### src/rtl/mcu_sdram_bridge.sv
// 32-bit MCU word port to a 16-bit SDRAM slave: each word access is split into two halfword phases.
// Optional build macro MCU_SDRAM_SKIP_EMPTY_HALF_EN skips write halfwords whose byte enables are all zero.
module mcu_sdram_bridge #(
  parameter int MEM_ADDR_BITS = 21
) (
  input  logic                     clk,
  input  logic                     reset,
  input  logic [MEM_ADDR_BITS-1:0] mem_addr,
  input  logic                     mem_read_en,
  input  logic                     mem_write_en,
  input  logic [3:0]               mem_byte_enable,
  input  logic [31:0]              mem_write_data,
  output logic [31:0]              mem_read_data,
  output logic                     mem_ack,
  output logic                     busy,
  output logic [MEM_ADDR_BITS:0]   sdram_slave_address,
  output logic [1:0]               sdram_slave_byteenable_n,
  output logic                     sdram_slave_chipselect,
  output logic [15:0]              sdram_slave_writedata,
  output logic                     sdram_slave_read_n,
  output logic                     sdram_slave_write_n,
  input  logic [15:0]              sdram_slave_readdata,
  input  logic                     sdram_slave_waitrequest,
  input  logic                     sdram_slave_readdatavalid
);

  typedef enum logic [2:0] {
    IDLE    = 3'd0,
    WR_LO   = 3'd1,
    WR_HI   = 3'd2,
    RD_LO   = 3'd3,
    RD_HI   = 3'd4,
    RD_WAIT = 3'd5,
    ACK     = 3'd6
  } state_t;

  state_t                   state_q, state_d;
  logic [MEM_ADDR_BITS-1:0] addr_q, addr_d;
  logic [31:0]              wdata_q, wdata_d;
  logic [3:0]               be_q, be_d;
  logic [1:0]               beat_q, beat_d;
  logic [31:0]              rdata_q, rdata_d;
  logic                     ack_q, ack_d;
  logic                     busy_q, busy_d;
  logic [MEM_ADDR_BITS:0]   sa_q, sa_d;
  logic [1:0]               sbe_q, sbe_d;
  logic                     cs_q, cs_d;
  logic [15:0]              swd_q, swd_d;
  logic                     rdn_q, rdn_d;
  logic                     wrn_q, wrn_d;
  logic                     beat_in;

  always_comb begin
    state_d = state_q;
    addr_d  = addr_q;
    wdata_d = wdata_q;
    be_d    = be_q;
    beat_d  = beat_q;
    rdata_d = rdata_q;

    // Read beats are accepted in any read phase, including the one in which the issue advances.
    beat_in = sdram_slave_readdatavalid &&
              (state_q == RD_LO || state_q == RD_HI || state_q == RD_WAIT);
    if (beat_in) begin
      if (beat_q == 2'd0) rdata_d[15:0]  = sdram_slave_readdata;
      else                rdata_d[31:16] = sdram_slave_readdata;
      beat_d = beat_q + 2'd1;
    end

    case (state_q)
      IDLE: begin
        if (mem_write_en || mem_read_en) begin
          addr_d  = mem_addr;
          wdata_d = mem_write_data;
          be_d    = mem_byte_enable;
          if (mem_write_en) begin
`ifdef MCU_SDRAM_SKIP_EMPTY_HALF_EN
            if (mem_byte_enable[1:0] != 2'b00)      state_d = WR_LO;
            else if (mem_byte_enable[3:2] != 2'b00) state_d = WR_HI;
            else                                    state_d = ACK;
`else
            state_d = WR_LO;
`endif
          end else begin
            beat_d  = 2'd0;
            state_d = RD_LO;
          end
        end
      end
      WR_LO: begin
        if (!sdram_slave_waitrequest) begin
`ifdef MCU_SDRAM_SKIP_EMPTY_HALF_EN
          state_d = (be_q[3:2] == 2'b00) ? ACK : WR_HI;
`else
          state_d = WR_HI;
`endif
        end
      end
      WR_HI:   if (!sdram_slave_waitrequest) state_d = ACK;
      RD_LO:   if (!sdram_slave_waitrequest) state_d = RD_HI;
      RD_HI:   if (!sdram_slave_waitrequest) state_d = RD_WAIT;
      RD_WAIT: state_d = RD_WAIT;
      ACK:     state_d = IDLE;
      default: state_d = IDLE;
    endcase

    if (beat_in && beat_q == 2'd1) state_d = ACK;

    // Slave outputs are registered, so they are derived from the state being entered.
    sa_d  = sa_q;
    swd_d = swd_q;
    sbe_d = sbe_q;
    cs_d  = 1'b0;
    rdn_d = 1'b1;
    wrn_d = 1'b1;
    case (state_d)
      WR_LO: begin
        sa_d  = {addr_d, 1'b0};
        swd_d = wdata_d[15:0];
        sbe_d = ~be_d[1:0];
        cs_d  = 1'b1;
        wrn_d = 1'b0;
      end
      WR_HI: begin
        sa_d  = {addr_d, 1'b1};
        swd_d = wdata_d[31:16];
        sbe_d = ~be_d[3:2];
        cs_d  = 1'b1;
        wrn_d = 1'b0;
      end
      RD_LO: begin
        sa_d  = {addr_d, 1'b0};
        sbe_d = 2'b00;
        cs_d  = 1'b1;
        rdn_d = 1'b0;
      end
      RD_HI: begin
        sa_d  = {addr_d, 1'b1};
        sbe_d = 2'b00;
        cs_d  = 1'b1;
        rdn_d = 1'b0;
      end
      default: begin
        cs_d = 1'b0;
      end
    endcase

    ack_d  = (state_d == ACK);
    busy_d = (state_d != IDLE);
  end

  always_ff @(posedge clk or posedge reset) begin
    if (reset) begin
      state_q <= IDLE;
      addr_q  <= '0;
      wdata_q <= '0;
      be_q    <= '0;
      beat_q  <= 2'd0;
      rdata_q <= '0;
      ack_q   <= 1'b0;
      busy_q  <= 1'b0;
      sa_q    <= '0;
      sbe_q   <= 2'b11;
      cs_q    <= 1'b0;
      swd_q   <= '0;
      rdn_q   <= 1'b1;
      wrn_q   <= 1'b1;
    end else begin
      state_q <= state_d;
      addr_q  <= addr_d;
      wdata_q <= wdata_d;
      be_q    <= be_d;
      beat_q  <= beat_d;
      rdata_q <= rdata_d;
      ack_q   <= ack_d;
      busy_q  <= busy_d;
      sa_q    <= sa_d;
      sbe_q   <= sbe_d;
      cs_q    <= cs_d;
      swd_q   <= swd_d;
      rdn_q   <= rdn_d;
      wrn_q   <= wrn_d;
    end
  end

  assign mem_read_data            = rdata_q;
  assign mem_ack                  = ack_q;
  assign busy                     = busy_q;
  assign sdram_slave_address      = sa_q;
  assign sdram_slave_byteenable_n = sbe_q;
  assign sdram_slave_chipselect   = cs_q;
  assign sdram_slave_writedata    = swd_q;
  assign sdram_slave_read_n       = rdn_q;
  assign sdram_slave_write_n      = wrn_q;

endmodule

### config.mk
export PLATFORM = sky130hd
export DESIGN_NAME = mcu_sdram_bridge
export DESIGN_NICKNAME = d
export VERILOG_FILES = /design/src/rtl/mcu_sdram_bridge.sv
export SDC_FILE = /design/constraint.sdc
export NUM_CORES = 1
export LEC_CHECK = 0
export CORE_ASPECT_RATIO = 0.9
export CORE_MARGIN = 2
export CORE_UTILIZATION = 30
export DETAILED_ROUTE_END_ITERATION = 6
export MAX_ROUTING_LAYER = met4
export PLACE_DENSITY = 0.52
export SKIP_LAST_GASP = 1
export SYNTH_ARGS = -nofsm -noshare
export SYNTH_HDL_FRONTEND = slang
export SYNTH_SLANG_ARGS = --single-unit
### constraint.sdc
create_clock -name clk -period 8.5 [get_ports clk]
set_input_delay 2.125 -clock clk [delete_from_list [all_inputs] [get_ports clk]]
set_output_delay 2.125 -clock clk [all_outputs]
set_load 0.01 [all_outputs]
==> flow_results.xml <==
<?xml version="1.0" encoding="UTF-8"?>
<metrics>
  <group name="outcome">
    <metric name="run_status" unit="">complete, no violations</metric>
  </group>
  <group name="synthesis">
    <metric name="ys_dominant_reg_cell" unit="">dfrtp_1</metric>
    <metric name="synth_sequential_area_ratio" unit="%">62.4</metric>
    <metric name="postSynthAreaPerCell" unit="sq um">15.5</metric>
    <metric name="synth_enable_flop_cells" unit="">0</metric>
    <metric name="syn-num-nets" unit="">442</metric>
    <metric name="synth_cells" unit="">361</metric>
    <metric name="asyncSetResetFlopFracSynth" unit="%">100</metric>
    <metric name="synthesis.yosys.warnings" unit="">0</metric>
    <metric name="synthesis.area" unit="sq um">5580</metric>
    <metric name="yosysUniqueCellTypes" unit="">40</metric>
    <metric name="post_synthesis_sequential_element_count" unit="">139</metric>
  </group>
  <group name="sta">
    <metric name="final-max-slew-violation-count" unit="">0</metric>
    <metric name="setup_total_negative_slack" unit="ps">0</metric>
    <metric name="clock_skew_after_layout" unit="ps">5.34</metric>
    <metric name="setup_violations" unit="">0</metric>
    <metric name="rsz0062_at_grt" unit="">no</metric>
    <metric name="slew-limit-headroom" unit="%">39.6</metric>
    <metric name="worst_slack" unit="ps">3860</metric>
    <metric name="timing.final.crit_share" unit="%">54.6</metric>
    <metric name="period_needed" unit="ps">4640</metric>
    <metric name="tightestPinTransition" unit="ps">906</metric>
    <metric name="clock.fmax" unit="GHz">0.215</metric>
    <metric name="number_of_hold_violations_in_the_final_report" unit="">0</metric>
  </group>
  <group name="clock_network">
    <metric name="path_clk_slew" unit="ps">60</metric>
    <metric name="tritoncts_clock_tree" unit="">built</metric>
    <metric name="cts.repair_timing.setup_buffer_count" unit="">0</metric>
    <metric name="clk_root_buffer_cell" unit="">clkbuf_16</metric>
    <metric name="hold_buffers" unit="">0</metric>
    <metric name="clock_path_buffers" unit="">2</metric>
    <metric name="resize_count_post_cts" unit="">0</metric>
    <metric name="htreeDepth" unit="">4</metric>
    <metric name="tritoncts_num_sinks" unit="">139</metric>
    <metric name="cts_made_buffers" unit="">17</metric>
    <metric name="clock_latency" unit="ps">410</metric>
  </group>
  <group name="power">
    <metric name="p_sw" unit="mW">1.08</metric>
    <metric name="power.leakage" unit="nW">3.40</metric>
    <metric name="sw_frac_of_total" unit="%">31.3</metric>
    <metric name="p_int" unit="mW">2.36</metric>
    <metric name="power_per_cell_area" unit="nW/um^2">431</metric>
    <metric name="peakVddDrop" unit="V">0.000170</metric>
    <metric name="clock_power_share" unit="%">20.4</metric>
    <metric name="total_power" unit="mW">3.44</metric>
    <metric name="comb_power_share" unit="%">45.5</metric>
    <metric name="sequential_power_share" unit="%">34.1</metric>
  </group>
  <group name="hold_path">
    <metric name="hold_path.class" unit="">flip-flop to flip-flop</metric>
  </group>
  <group name="grt">
    <metric name="antenna_found_initial" unit="">0</metric>
    <metric name="grt_pass1_vias" unit="">3913</metric>
    <metric name="maximum_number_of_pins_on_one_net_before_global_route_repair" unit="">73</metric>
    <metric name="global_route_met2_usage" unit="%">22.5</metric>
    <metric name="final_global_route_overflow_total" unit="">0</metric>
    <metric name="top_usage_layer" unit="">met2</metric>
    <metric name="grtUsageMet1" unit="%">18.1</metric>
    <metric name="first_pass_grt_wire_length" unit="microns">21300</metric>
    <metric name="grt.met3_usage" unit="%">3.39</metric>
    <metric name="gr-usage-all-layers" unit="%">14.3</metric>
  </group>
  <group name="run">
    <metric name="cap_viol_max_count" unit="">0</metric>
  </group>
  <group name="floorplanning">
    <metric name="floorplan.core_area" unit="sq um">18300</metric>
    <metric name="std_cell_rows" unit="">47</metric>
    <metric name="die_x" unit="microns">148</metric>
    <metric name="initial_core_util" unit="%">30.5</metric>
    <metric name="boundaryPins" unit="">156</metric>
    <metric name="chipHeight" unit="microns">133</metric>
    <metric name="floorplan.die_area" unit="sq um">19700</metric>
  </group>
  <group name="finish">
    <metric name="layout-drive-gt1-share" unit="%">30.5</metric>
    <metric name="post_route_cell_area" unit="sq um">7970</metric>
    <metric name="layoutNonFillerInstCount" unit="">782</metric>
    <metric name="layout.nets" unit="">605</metric>
    <metric name="final.fill_count" unit="">1684</metric>
    <metric name="antenna_cells_inserted" unit="">0</metric>
    <metric name="flow.area_growth_from_synthesis" unit="%">42.8</metric>
  </group>
  <group name="critical_path">
    <metric name="setup.reg_to_reg.worst_slack" unit="ps">5420</metric>
    <metric name="worstSetupEndpointType" unit="">flip-flop</metric>
    <metric name="critical_path_peak_fanout" unit="">58</metric>
    <metric name="critical_path_required" unit="ps">8850</metric>
    <metric name="cell_at_the_slowest_stage_of_the_critical_path" unit="">a21oi_2</metric>
    <metric name="critical_path.max_stage_delay" unit="ps">800</metric>
    <metric name="critical_path.n_buffers_inverters" unit="">2</metric>
    <metric name="crit_type" unit="">input pin to flip-flop</metric>
    <metric name="path_delay_family" unit="">compound AO/OA/AOI/OAI gates</metric>
    <metric name="startpoint_type" unit="">input pin</metric>
    <metric name="worstPathArrival" unit="ps">4990</metric>
    <metric name="crit_path_cell_trace" unit="">clkdlybuf4s50_1 -&gt; o21ai_4 -&gt; buf_4 -&gt; nand2b_1 -&gt; a21oi_2 -&gt; a221o_1</metric>
  </group>
  <group name="placed_design">
    <metric name="port-buffer-count" unit="">155</metric>
    <metric name="hpwl" unit="microns">9000</metric>
    <metric name="post-place-cells" unit="">750</metric>
    <metric name="place_worst_setup_slack" unit="ps">3370</metric>
    <metric name="post_dp_cell_area" unit="sq um">7410</metric>
    <metric name="routabilityCongestion" unit="">0.795</metric>
  </group>
  <group name="drt">
    <metric name="post-route-drc-count" unit="">0</metric>
    <metric name="post_drt_wl_per_cell" unit="microns">16.7</metric>
    <metric name="antenna_left" unit="">0</metric>
    <metric name="route.final.wire_length" unit="microns">13100</metric>
    <metric name="vias_per_cell" unit="">4.55</metric>
    <metric name="detailroute.via_count" unit="">3562</metric>
    <metric name="initialDrtViolationCount" unit="">129</metric>
    <metric name="first_pass_iters" unit="">4</metric>
  </group>
</metrics>
[cell type report]
| class | count | area (sq um) | share of cell area (%) |
|---|---|---|---|
| Inverter | 4 | 20.0 | 0.251 |
| Clock inverter | 11 | 93.8 | 1.18 |
| Multi-Input combinational cell | 202 | 2010 | 25.2 |
| Tap cell | 245 | 307 | 3.84 |
| Timing Repair Buffer | 160 | 1590 | 19.9 |
| Clock buffer | 21 | 470 | 5.90 |
| Sequential cell | 139 | 3480 | 43.7 |
[synthesized netlist by cell type (2+ instances only)]
cell | n | area share, %
mux2_4 | 19 | 5.1
o21ai_0 | 4 | 0.36
clkbuf_1 | 3 | 0.20
buf_6 | 3 | 0.60
nand2_1 | 8 | 0.54
inv_1 | 4 | 0.27
a21oi_2 | 2 | 0.31
ha_1 | 2 | 0.45
nand2b_1 | 3 | 0.34
o32ai_1 | 2 | 0.31
nor2_1 | 6 | 0.40
dfrtp_1 | 135 | 60
and3_1 | 16 | 1.8
a21o_1 | 2 | 0.27
a21oi_1 | 5 | 0.45
a221o_1 | 16 | 2.9
nor3b_1 | 4 | 0.54
buf_2 | 10 | 0.90
mux2_2 | 93 | 19
dfstp_2 | 4 | 1.9
[metrics by stage]
step | util (%) | hold WS, ps
3_3_place_gp | 40.5 | 474
6_report | 43.6 | 489
4_1_cts | 43.6 | 492
3_5_place_dp | 40.5 | 480
2_1_floorplan | - | 465
5_1_grt | 43.6 | 507
[cell usage in the layout (no fill, tap or decap), types with 3 or more instances in the layout]
master           instances
nand2b_1                 3
nand2_1                  8
dfstp_2                  4
and3_1                  16
buf_4                    5
mux2_4                  19
inv_1                    3
nor3b_1                  4
nor2_1                   6
clkbuf_8                 3
o21ai_0                  4
a221o_1                 16
clkbuf_16               17
clkdlybuf4s50_1        155
dfrtp_1                135
clkinvlp_4               4
a21oi_1                  5
mux2_2                  93
clkinv_2                 5
[cells by family after synthesis]
kind of cell    Yosys count  synth area share (%)
fa+ha+maj                 2                 0.448
flops                   139                  62.4
simple gates             47                  4.88
mux                     113                  24.1
buf+inv                  20                  1.97
compound gates           39                  6.05
xor+xnor                  1                 0.157
[per-layer routing]
| metal | wire length, microns | share of wire [%] |
|---|---|---|
| met2 | 6510 | 50 |
| met5 | 0 | 0 |
| met1 | 5830 | 45 |
| met3 | 515 | 3.9 |
| met4 | 230 | 1.8 |
[path summary, 6_finish.rpt]
path,startpoint,end,cells after the start
hold reg to reg,wdata_q[1],wdata_q[1],1
hold / removal,wdata_q[1],wdata_q[1],1
max in group asynchronous,reset,wdata_q[1],3
setup / recovery,mem_read_en,sdram_slave_writedata[2],6
min in group asynchronous,reset,sdram_slave_address[20],2
setup reg to reg,state_q[1],sdram_slave_writedata[2],6
[power by group through the flow]
stage	registers (mW)	clock network, mW	logic (mW)
2_1_floorplan	1.23	0	0.929
3_3_place_gp	1.17	0	1.55
3_5_place_dp	1.18	0	1.59
4_1_cts	1.18	0.720	1.59
5_1_grt	1.21	0.751	1.70
6_report	1.17	0.701	1.56
[flip-flops by register name, indices dropped and copies added, names as in the netlist, 3 cells and up]
signal and flops:
wdata_q 32, mem_read_data 32, addr_q 21, sdram_slave_writedata 16, state_q 3, be_q 4
sdram_slave_address 22
No activity file was read; power rests on OpenSTA's default activity.
